File: config.mk
export PLATFORM = sky130hd
export DESIGN_NAME = param_divider
export DESIGN_NICKNAME = d
export VERILOG_FILES = /design/src/rtl/div_pkg.sv /design/src/rtl/div_addsub.sv /design/src/rtl/param_divider.sv
export SDC_FILE = /design/constraint.sdc
export NUM_CORES = 1
export LEC_CHECK = 0
export BUFFER_PORTS_ARGS = -buffer_cell sky130_fd_sc_hd__buf_2
export CAP_MARGIN = 20
export CORE_MARGIN = 2
export CORE_UTILIZATION = 50
export CTS_CLUSTER_DIAMETER = 120
export DETAILED_ROUTE_END_ITERATION = 7
export PLACE_DENSITY_LB_ADDON = 0.12
export SYNTH_ARGS = -nofsm -noshare
export SYNTH_HDL_FRONTEND = slang
export SYNTH_SLANG_ARGS = --single-unit
File: constraint.sdc
create_clock -name clk -period 12.7 [get_ports clk]
set_clock_uncertainty 0.2 [all_clocks]
set_input_delay 2.54 -clock clk [delete_from_list [all_inputs] [get_ports clk]]
set_output_delay 2.54 -clock clk [all_outputs]
set_load 0.1 [all_outputs]
File: src/rtl/div_pkg.sv
// Shared definitions for the iterative divider: FSM state encoding and legal WIDTH range.
package div_pkg;

    localparam int WIDTH_MIN = 4;
    localparam int WIDTH_MAX = 64;

    typedef enum logic [2:0] {
        S_IDLE = 3'd0,
        S_LOAD = 3'd1,
        S_ITER = 3'd2,
        S_FIX  = 3'd3,
        S_DONE = 3'd4
    } div_state_e;

endpackage

File: src/rtl/div_addsub.sv
// (N)-bit adder/subtractor shared by the non-restoring steps and the final remainder correction.
module div_addsub #(
    parameter int N = 33
) (
    input  logic [N-1:0] a,
    input  logic [N-1:0] b,
    input  logic         sub,
    output logic [N-1:0] sum
);

    assign sum = sub ? (a - b) : (a + b);

endmodule

File: src/rtl/param_divider.sv
// Multi-cycle non-restoring divider, signed or unsigned, with divide-by-zero and
// signed-overflow short-circuits. One quotient bit is produced per ITER cycle.
module param_divider
    import div_pkg::*;
#(
    parameter int WIDTH     = 32,
    parameter bit SIGNED_EN = 1'b1
) (
    input  logic             clk,
    input  logic             rst,
    input  logic             start,
    input  logic             is_signed,
    input  logic [WIDTH-1:0] dividend,
    input  logic [WIDTH-1:0] divisor,
    output logic             busy,
    output logic             done,
    output logic [WIDTH-1:0] quotient,
    output logic [WIDTH-1:0] remainder,
    output logic             div_by_zero,
    output logic             overflow
);

    localparam int             CW        = $clog2(WIDTH + 1);
    localparam logic [CW-1:0]  CNT_ONE   = CW'(1);
    localparam logic [CW-1:0]  LAST_ITER = CW'(WIDTH - 1);

    div_state_e       state_q;
    logic [WIDTH-1:0] dvd_q;
    logic [WIDTH-1:0] dvs_q;
    logic             sgn_q;
    logic [WIDTH:0]   a_q;
    logic [WIDTH-1:0] q_q;
    logic [WIDTH:0]   d_q;
    logic [CW-1:0]    cnt_q;

    logic             dvd_neg_s;
    logic             dvs_neg_s;
    logic [WIDTH-1:0] dvd_mag_s;
    logic [WIDTH-1:0] dvs_mag_s;
    logic             ovf_s;
    logic [WIDTH:0]   a_sh_s;
    logic [WIDTH:0]   add_a_s;
    logic             add_sub_s;
    logic [WIDTH:0]   sum_s;
    logic [WIDTH-1:0] rem_mag_s;
    logic             q_neg_s;

    assign dvd_neg_s = sgn_q & dvd_q[WIDTH-1];
    assign dvs_neg_s = sgn_q & dvs_q[WIDTH-1];
    assign dvd_mag_s = dvd_neg_s ? -dvd_q : dvd_q;
    assign dvs_mag_s = dvs_neg_s ? -dvs_q : dvs_q;
    assign ovf_s     = sgn_q && (dvd_q == {1'b1, {(WIDTH-1){1'b0}}}) && (dvs_q == {WIDTH{1'b1}});
    assign a_sh_s    = {a_q[WIDTH-1:0], q_q[WIDTH-1]};
    assign q_neg_s   = dvd_neg_s ^ dvs_neg_s;
    // Only a negative partial remainder needs the divisor added back.
    assign rem_mag_s = a_q[WIDTH] ? sum_s[WIDTH-1:0] : a_q[WIDTH-1:0];

    // Operand selection for the shared adder: shifted step in ITER, plain A + D in FIX.
    always_comb begin
        add_a_s   = a_sh_s;
        add_sub_s = ~a_q[WIDTH];
        if (state_q == S_FIX) begin
            add_a_s   = a_q;
            add_sub_s = 1'b0;
        end else begin
            add_a_s   = a_sh_s;
            add_sub_s = ~a_q[WIDTH];
        end
    end

    div_addsub #(
        .N(WIDTH + 1)
    ) u_addsub (
        .a  (add_a_s),
        .b  (d_q),
        .sub(add_sub_s),
        .sum(sum_s)
    );

    // Control FSM with datapath registers and registered result/status outputs.
    always_ff @(posedge clk) begin
        if (rst) begin
            state_q     <= S_IDLE;
            busy        <= 1'b0;
            done        <= 1'b0;
            quotient    <= '0;
            remainder   <= '0;
            div_by_zero <= 1'b0;
            overflow    <= 1'b0;
            dvd_q       <= '0;
            dvs_q       <= '0;
            sgn_q       <= 1'b0;
            a_q         <= '0;
            q_q         <= '0;
            d_q         <= '0;
            cnt_q       <= '0;
        end else begin
            done <= 1'b0;
            case (state_q)
                S_IDLE: begin
                    if (start) begin
                        dvd_q       <= dividend;
                        dvs_q       <= divisor;
                        sgn_q       <= SIGNED_EN & is_signed;
                        div_by_zero <= 1'b0;
                        overflow    <= 1'b0;
                        busy        <= 1'b1;
                        state_q     <= S_LOAD;
                    end
                end
                S_LOAD: begin
                    if (dvs_q == '0) begin
                        quotient    <= '1;
                        remainder   <= dvd_q;
                        div_by_zero <= 1'b1;
                        done        <= 1'b1;
                        busy        <= 1'b0;
                        state_q     <= S_DONE;
                    end else if (ovf_s) begin
                        quotient  <= dvd_q;
                        remainder <= '0;
                        overflow  <= 1'b1;
                        done      <= 1'b1;
                        busy      <= 1'b0;
                        state_q   <= S_DONE;
                    end else begin
                        a_q     <= '0;
                        q_q     <= dvd_mag_s;
                        d_q     <= {1'b0, dvs_mag_s};
                        cnt_q   <= '0;
                        state_q <= S_ITER;
                    end
                end
                S_ITER: begin
                    a_q   <= sum_s;
                    q_q   <= {q_q[WIDTH-2:0], ~sum_s[WIDTH]};
                    cnt_q <= cnt_q + CNT_ONE;
                    if (cnt_q == LAST_ITER) begin
                        state_q <= S_FIX;
                    end
                end
                S_FIX: begin
                    quotient  <= q_neg_s ? -q_q : q_q;
                    remainder <= dvd_neg_s ? -rem_mag_s : rem_mag_s;
                    done      <= 1'b1;
                    busy      <= 1'b0;
                    state_q   <= S_DONE;
                end
                S_DONE: begin
                    state_q <= S_IDLE;
                end
                default: begin
                    busy    <= 1'b0;
                    state_q <= S_IDLE;
                end
            endcase
        end
    end

endmodule

* After elaboration in Yosys (flattened, before gate mapping)
Cells that the tools add are included.
** Storage, ports and cells
- Output and inout port bits :: 68
- Register bits :: 239
- Input bits :: 68
** Cells by class
- Equality and inequality tests :: 14
- Mux-type cells :: 41
- Reductions and logical operators :: 16
- Add/subtract/negate cells :: 7
- Bitwise gates (word level) :: 8
** Operator list (count)
- $mux W32 :: 11
- $pmux W32 S2 :: 3
- $mux W33 :: 4
- $neg A32 Y32 :: 4
- $pmux W33 S2 :: 1
- $eq A32 B32 Y1 const B :: 2
- $add A33 B32 Y33 :: 1
- $sub A33 B32 Y33 :: 1
- $logic_not A32 Y1 :: 1
- $mux W3 :: 4
- $mux W6 :: 2
- $ne A2 B2 Y1 const B :: 6
- $pmux W3 S4 :: 1
- $pmux W6 S2 :: 1
- $reduce_and A3 Y1 :: 4
- $mux W1 :: 10
- $add A6 B1 Y6 const B :: 1
- $eq A3 B2 Y1 const B :: 2
- $eq A6 B5 Y1 const B :: 1
- $pmux W1 S2 :: 3
- $reduce_and A2 Y1 :: 3
- $reduce_bool A2 Y1 :: 3
- $not A1 Y1 :: 5
- $reduce_and A4 Y1 :: 1
- 9 further kinds :: 11

* Depth between registers and ports, before layout
- Depth in word-level cells :: 8
- Mapped depth :: 22

* By module
From an unflattened synthesis, not the netlist that was laid out.
** Second synthesis, totals
- Cell total of the unflattened synthesis :: 2111
- Area, all modules :: 16190.5 µm²
** Modules (own cells, without submodules)
- param_divider :: cells each 1743, sequential area each 4784.6 µm², times used 1, area an instance 13643.1 µm²
- div_addsub :: cells each 368, sequential area each 0.0 µm², times used 1, area an instance 2547.4 µm²

* Worst setup path before layout
OpenSTA, ideal clock, no wires.
- Path kind :: reg-to-reg
- Start point :: reg a_q[32]
- End point :: reg remainder[24]
- Buffers on the path :: 6
- Library setup time :: 75 ps
- Path slack :: 6780 ps
- Clock period less this slack :: 5920 ps
- Stages on the path, launching flop included :: 20
- Data arrival time :: 5646 ps
- Cell sequence :: dfxtp_1 -> clkbuf_1 -> buf_1 -> clkbuf_1 -> clkbuf_1 -> nor2_1 -> clkbuf_1 -> a21oi_1 -> xnor2_1 -> ha_1 -> clkbuf_1 -> a21o_1 -> a31o_2 -> or3_1 -> a31o_1 -> a2111o_1 -> or4_4 -> or3_4 -> or4_1 -> a31oi_1
** Between the ends
- Longest elaborated chain between the ends :: 7
** RTL lines
- start, declared :: RTL line param_divider.sv:31 : logic [WIDTH:0] a_q;
- start signal, assigned :: RTL line param_divider.sv:135 : a_q <= sum_s;
- $not A1 Y1 :: RTL line param_divider.sv:67 : add_sub_s = ~a_q[WIDTH];
- $mux W1 :: RTL line param_divider.sv:62 : if (state_q == S_FIX) begin
- $mux W33 :: RTL line div_addsub.sv:11 : assign sum = sub ? (a - b) : (a + b);
- $mux W32 * :: RTL line param_divider.sv:56 : assign rem_mag_s = a_q[WIDTH] ? sum_s[WIDTH-1:0] : a_q[WIDTH-1:0];
- $neg A32 Y32 :: RTL line param_divider.sv:144 : remainder <= dvd_neg_s ? -rem_mag_s : rem_mag_s;
- $mux W32 * :: RTL line param_divider.sv:144
- $pmux W32 S2 * :: RTL line param_divider.sv:99 : case (state_q)
- end signal, assigned :: RTL line param_divider.sv:114 : remainder <= dvd_q;
- end signal, assigned :: RTL line param_divider.sv:144
- end, declared :: RTL line param_divider.sv:18 : output logic [WIDTH-1:0] remainder,
Every way passes the cells marked *; elsewhere a longest branch is shown, timed or not.
A chain may end at the register's enable or synchronous reset.

* Worst setup path in the final report
- Start point :: reg state_q[0]
- End point :: reg remainder[27]
** Between the ends
- Longest elaborated chain between the ends :: 8
- Elaborated cells between the ends (all ways) :: 14
- Classes of those cells :: 3 x add/sub; 3 x eq/ne; 6 x mux; 2 x reduce/logical
** RTL lines
- start, declared :: RTL line param_divider.sv:27 : div_state_e state_q;
- start signal, assigned :: RTL line param_divider.sv:83 : state_q <= S_IDLE;
- start signal, assigned :: RTL line param_divider.sv:108 : state_q <= S_LOAD;
- start signal, assigned :: RTL line param_divider.sv:118 : state_q <= S_DONE;
- $eq A3 B2 Y1 :: RTL line param_divider.sv:62, param_divider.sv:99
- $mux W33 :: RTL line param_divider.sv:62
- $add A33 B32 Y33 / $sub A33 B32 Y33 (equally long branches) :: RTL line div_addsub.sv:11
- $mux W33 :: RTL line div_addsub.sv:11
- $mux W32 :: RTL line param_divider.sv:56
- $neg A32 Y32 :: RTL line param_divider.sv:144
- $mux W32 :: RTL line param_divider.sv:144
- $pmux W32 S2 :: RTL line param_divider.sv:99
Parallel ways exist; a longest one is shown, timed or not.

==> metrics <==
status=complete, no violations; die area=32,110 µm²; sequential fraction of the synthesis area=31.18%; Lkg Pwr=6.663 nW; drt total wl=around 50,000 µm; Resized cells post-CTS=0; Fin. Hold Viols=0; Syn. warnings=0; I/O Pins=136; hold-fix buffers at CTS=0; first-pass GRT wire length=roughly 78,000 µm; Power Density=between 150 and 200 nW/µm²; clk sinks=about 240; critical path endpoint category=flip-flop; commonest cells after routing, fill and taps aside=nand2_1 (371), dfxtp_1 (238), nor2_1 (218), a21oi_1 (200), buf_2 (134); min-delay worst type=flip-flop to flip-flop; CTS Buffer Depth=3; top_reg_cell synth=dfxtp_1; period utilization=55.54%; commonest non-fill, non-tap cell in the layout=nand2_1; fin cells=2,549; layout cells sized above 1=10.59%; Chip Width=about 180 µm; initial antenna violation count=0; Post-CTS Setup Bufs=0; DRC Markers=0; Crit path buffers/inverters=1; Initial Utilization=approximately half; Max VDD drop=between 0.1 and 0.15 mV; Post-synth EDFFs=0; routed vias=15,562; ys async rst share=0%; synthesized area=15,350 µm²; Synth cell types=81; Worst path slowest cell=buf_4; post-route minimum period=just over 7 ns; DR vias/cell=6.105; vias in the first global route=~14,000; CTS tree=yes; Rel. slew slack=between 30% and 40%; WS Path Type=flip-flop to flip-flop; DP Wirelength=37,120 µm; Area Overhead vs Synth=11.25%; # diodes=0; placed instance count=2,497; Vert. Die Dim=179.2 µm; Seq cells post-synth=239; Mean Syn Cell Area=7.274 µm²; worst skew pair latency=0.57 ns; Final Util=56.11%; clock root cell=clkbuf_16; number of max-cap violations=0; Final Cell Area=17,070 µm²; gr usage total=30.94%; Worst-path clk slew=0.06 ns; layout net count=2,241; CP max FO=between 90 and 100; H-tree levels=1; setup_tns=0 ns; Top delay family on crit path=simple AND/OR/NAND/NOR gates; synthesized netlist cell count=~2,100; row cnt=64; wire per inst=19.89 µm; post-route ant nets=0; RSZ-0062 raised after global routing=false; worst-path cell chain=nor2b_1 > and2_2 > buf_4 > nor2_1 > a21oi_1 > xnor2_1 > ha_1 > and4_1 > o21ai_1 > a21o_1 > a21boi_0 > o31ai_1 > nor4b_1 > o2111ai_1 > nor3b_1 > nand4_1 > a311o_1 > o32ai_1; IO Port Bufs=135; Power Total=3.003 mW; cts bufs inserted=28; gpl congestion=0.9659; core area=30,430 µm²; Max Fclk=141.8 MHz; endpoints failing setup=0; Worst Tran Pin Value=1.037 ns; Max Slew Vio Count=0; 1st-iter DRT viols=1,606; Syn Nets=between 2,000 and 2,500; crit-path max cell delay=0.73 ns; Placed Area=16,080 µm²; GRT overflow=0; Worst Path Arrival=7.33 ns; crit start category=flip-flop; CP required=about 13 ns; largest net degree at the start of global routing=99; 1st-pass router iterations=5
==> metal layers <==
layer / track usage (%) / routed length, µm / vias to the layer above
met1: 46.00 / 23630 / 7233
met5: 0 / 0 / -
met2: 44.74 / 21090 / 632
met3: 6.679 / 4606 / 70
met4: 8.233 / 1362 / 0
li1: - / - / 7627
==> cells in the mapped netlist, types with 5 or more instances <==
library cell / count / share of area (%)
o211ai_1: 9 / 0.44
o41ai_1: 13 / 0.74
nand2b_1: 11 / 0.45
a221oi_1: 5 / 0.29
xnor2_1: 70 / 4.0
o31ai_1: 36 / 1.8
and2_1: 14 / 0.57
a21o_1: 20 / 0.98
nand3b_1: 7 / 0.34
nor2_1: 219 / 5.4
clkbuf_1: 151 / 3.7
o311ai_0: 7 / 0.40
o31a_1: 5 / 0.29
ha_1: 39 / 3.2
a2111oi_0: 25 / 1.4
nand4_1: 18 / 0.73
a211oi_1: 51 / 2.5
a21oi_1: 200 / 6.5
inv_1: 29 / 0.71
a311oi_1: 7 / 0.40
nand3_1: 52 / 1.7
nor3_1: 80 / 2.6
o221ai_1: 15 / 0.86
o21a_1: 10 / 0.49
and3_1: 12 / 0.49
o21ai_0: 80 / 2.6
dfxtp_1: 239 / 31
or4_1: 16 / 0.78
or3_1: 20 / 0.82
o22ai_1: 5 / 0.20
nand2_1: 373 / 9.1
mux2i_1: 17 / 1.1
nor2b_1: 8 / 0.33
a22oi_1: 15 / 0.73
xor2_1: 85 / 4.9
a31oi_1: 40 / 1.6
buf_1: 7 / 0.17
o21bai_1: 6 / 0.29
a21boi_0: 6 / 0.29
nor4_1: 19 / 0.77
==> where the power goes <==
| group | switching (mW) | leakage, nW | internal [mW] |
|---|---|---|---|
| Clock | 0.334 | 0.463 | 0.487 |
| Sequential | 0.0993 | 1.95 | 0.807 |
| Combinational | 0.836 | 4.25 | 0.439 |
| Total | 1.27 | 6.66 | 1.73 |
==> worst paths after layout <==
| path | startpoint | end | slack [ns] | cells past startpoint |
|---|---|---|---|---|
| setup / recovery | state_q[0] | remainder[27] | 5.65 | 18 |
| hold / removal | quotient[12] | quotient[12] | 0.25 | 2 |
| setup reg to reg | state_q[0] | remainder[27] | 5.65 | 18 |
| hold reg to reg | quotient[12] | quotient[12] | 0.25 | 2 |
==> sequential cells by signal, indices dropped and copies added, names as in the netlist, 6 cells and up <==
register and cells:
a_q 33, cnt_q 6, d_q 32, dvd_q 32, dvs_q 32, q_q 32, quotient 32, remainder 32
==> stage by stage <==
| step | hold slack (ns) | setup slack (ns) |
|---|---|---|
| CTS | 0.2500 | 5.927 |
| global placement | 0.2392 | 6.112 |
| detailed placement | 0.2416 | 5.964 |
| floorplan | 0.2523 | 6.780 |
| finish | 0.2506 | 5.646 |
| global route | 0.2768 | 5.196 |
==> tightest hold or removal path, cell delays in order (launching register included) <==
cell and delay, ns:
dfxtp_1 0.30, nand2_1 0.05, a21oi_1 0.05
==> cell type report <==
| type | instances | area, µm² |
|---|---|---|
| Sequential cell | 239 | 4786 |
| Fill cell | 3024 | 13360 |
| Clock inverter | 12 | 146.4 |
| Inverter | 29 | 108.9 |
| Timing Repair Buffer | 155 | 859.6 |
| Multi-Input combinational cell | 1680 | 9869 |
| Clock buffer | 38 | 808.3 |
| Tap cell | 396 | 495.5 |
==> kinds of logic after synthesis <==
| family | after synthesis | share of synthesized area, % |
|---|---|---|
| multiplexers | 19 | 1.255 |
| flip-flops | 239 | 31.18 |
| AO/OA/AOI/OAI | 594 | 25.36 |
| AND/OR/NAND/NOR | 872 | 25.35 |
| XOR/XNOR | 155 | 8.846 |
| adder cells (fa/ha/maj) | 40 | 3.310 |
| buffers and inverters | 191 | 4.704 |
Power figures use the tool's default switching activity.
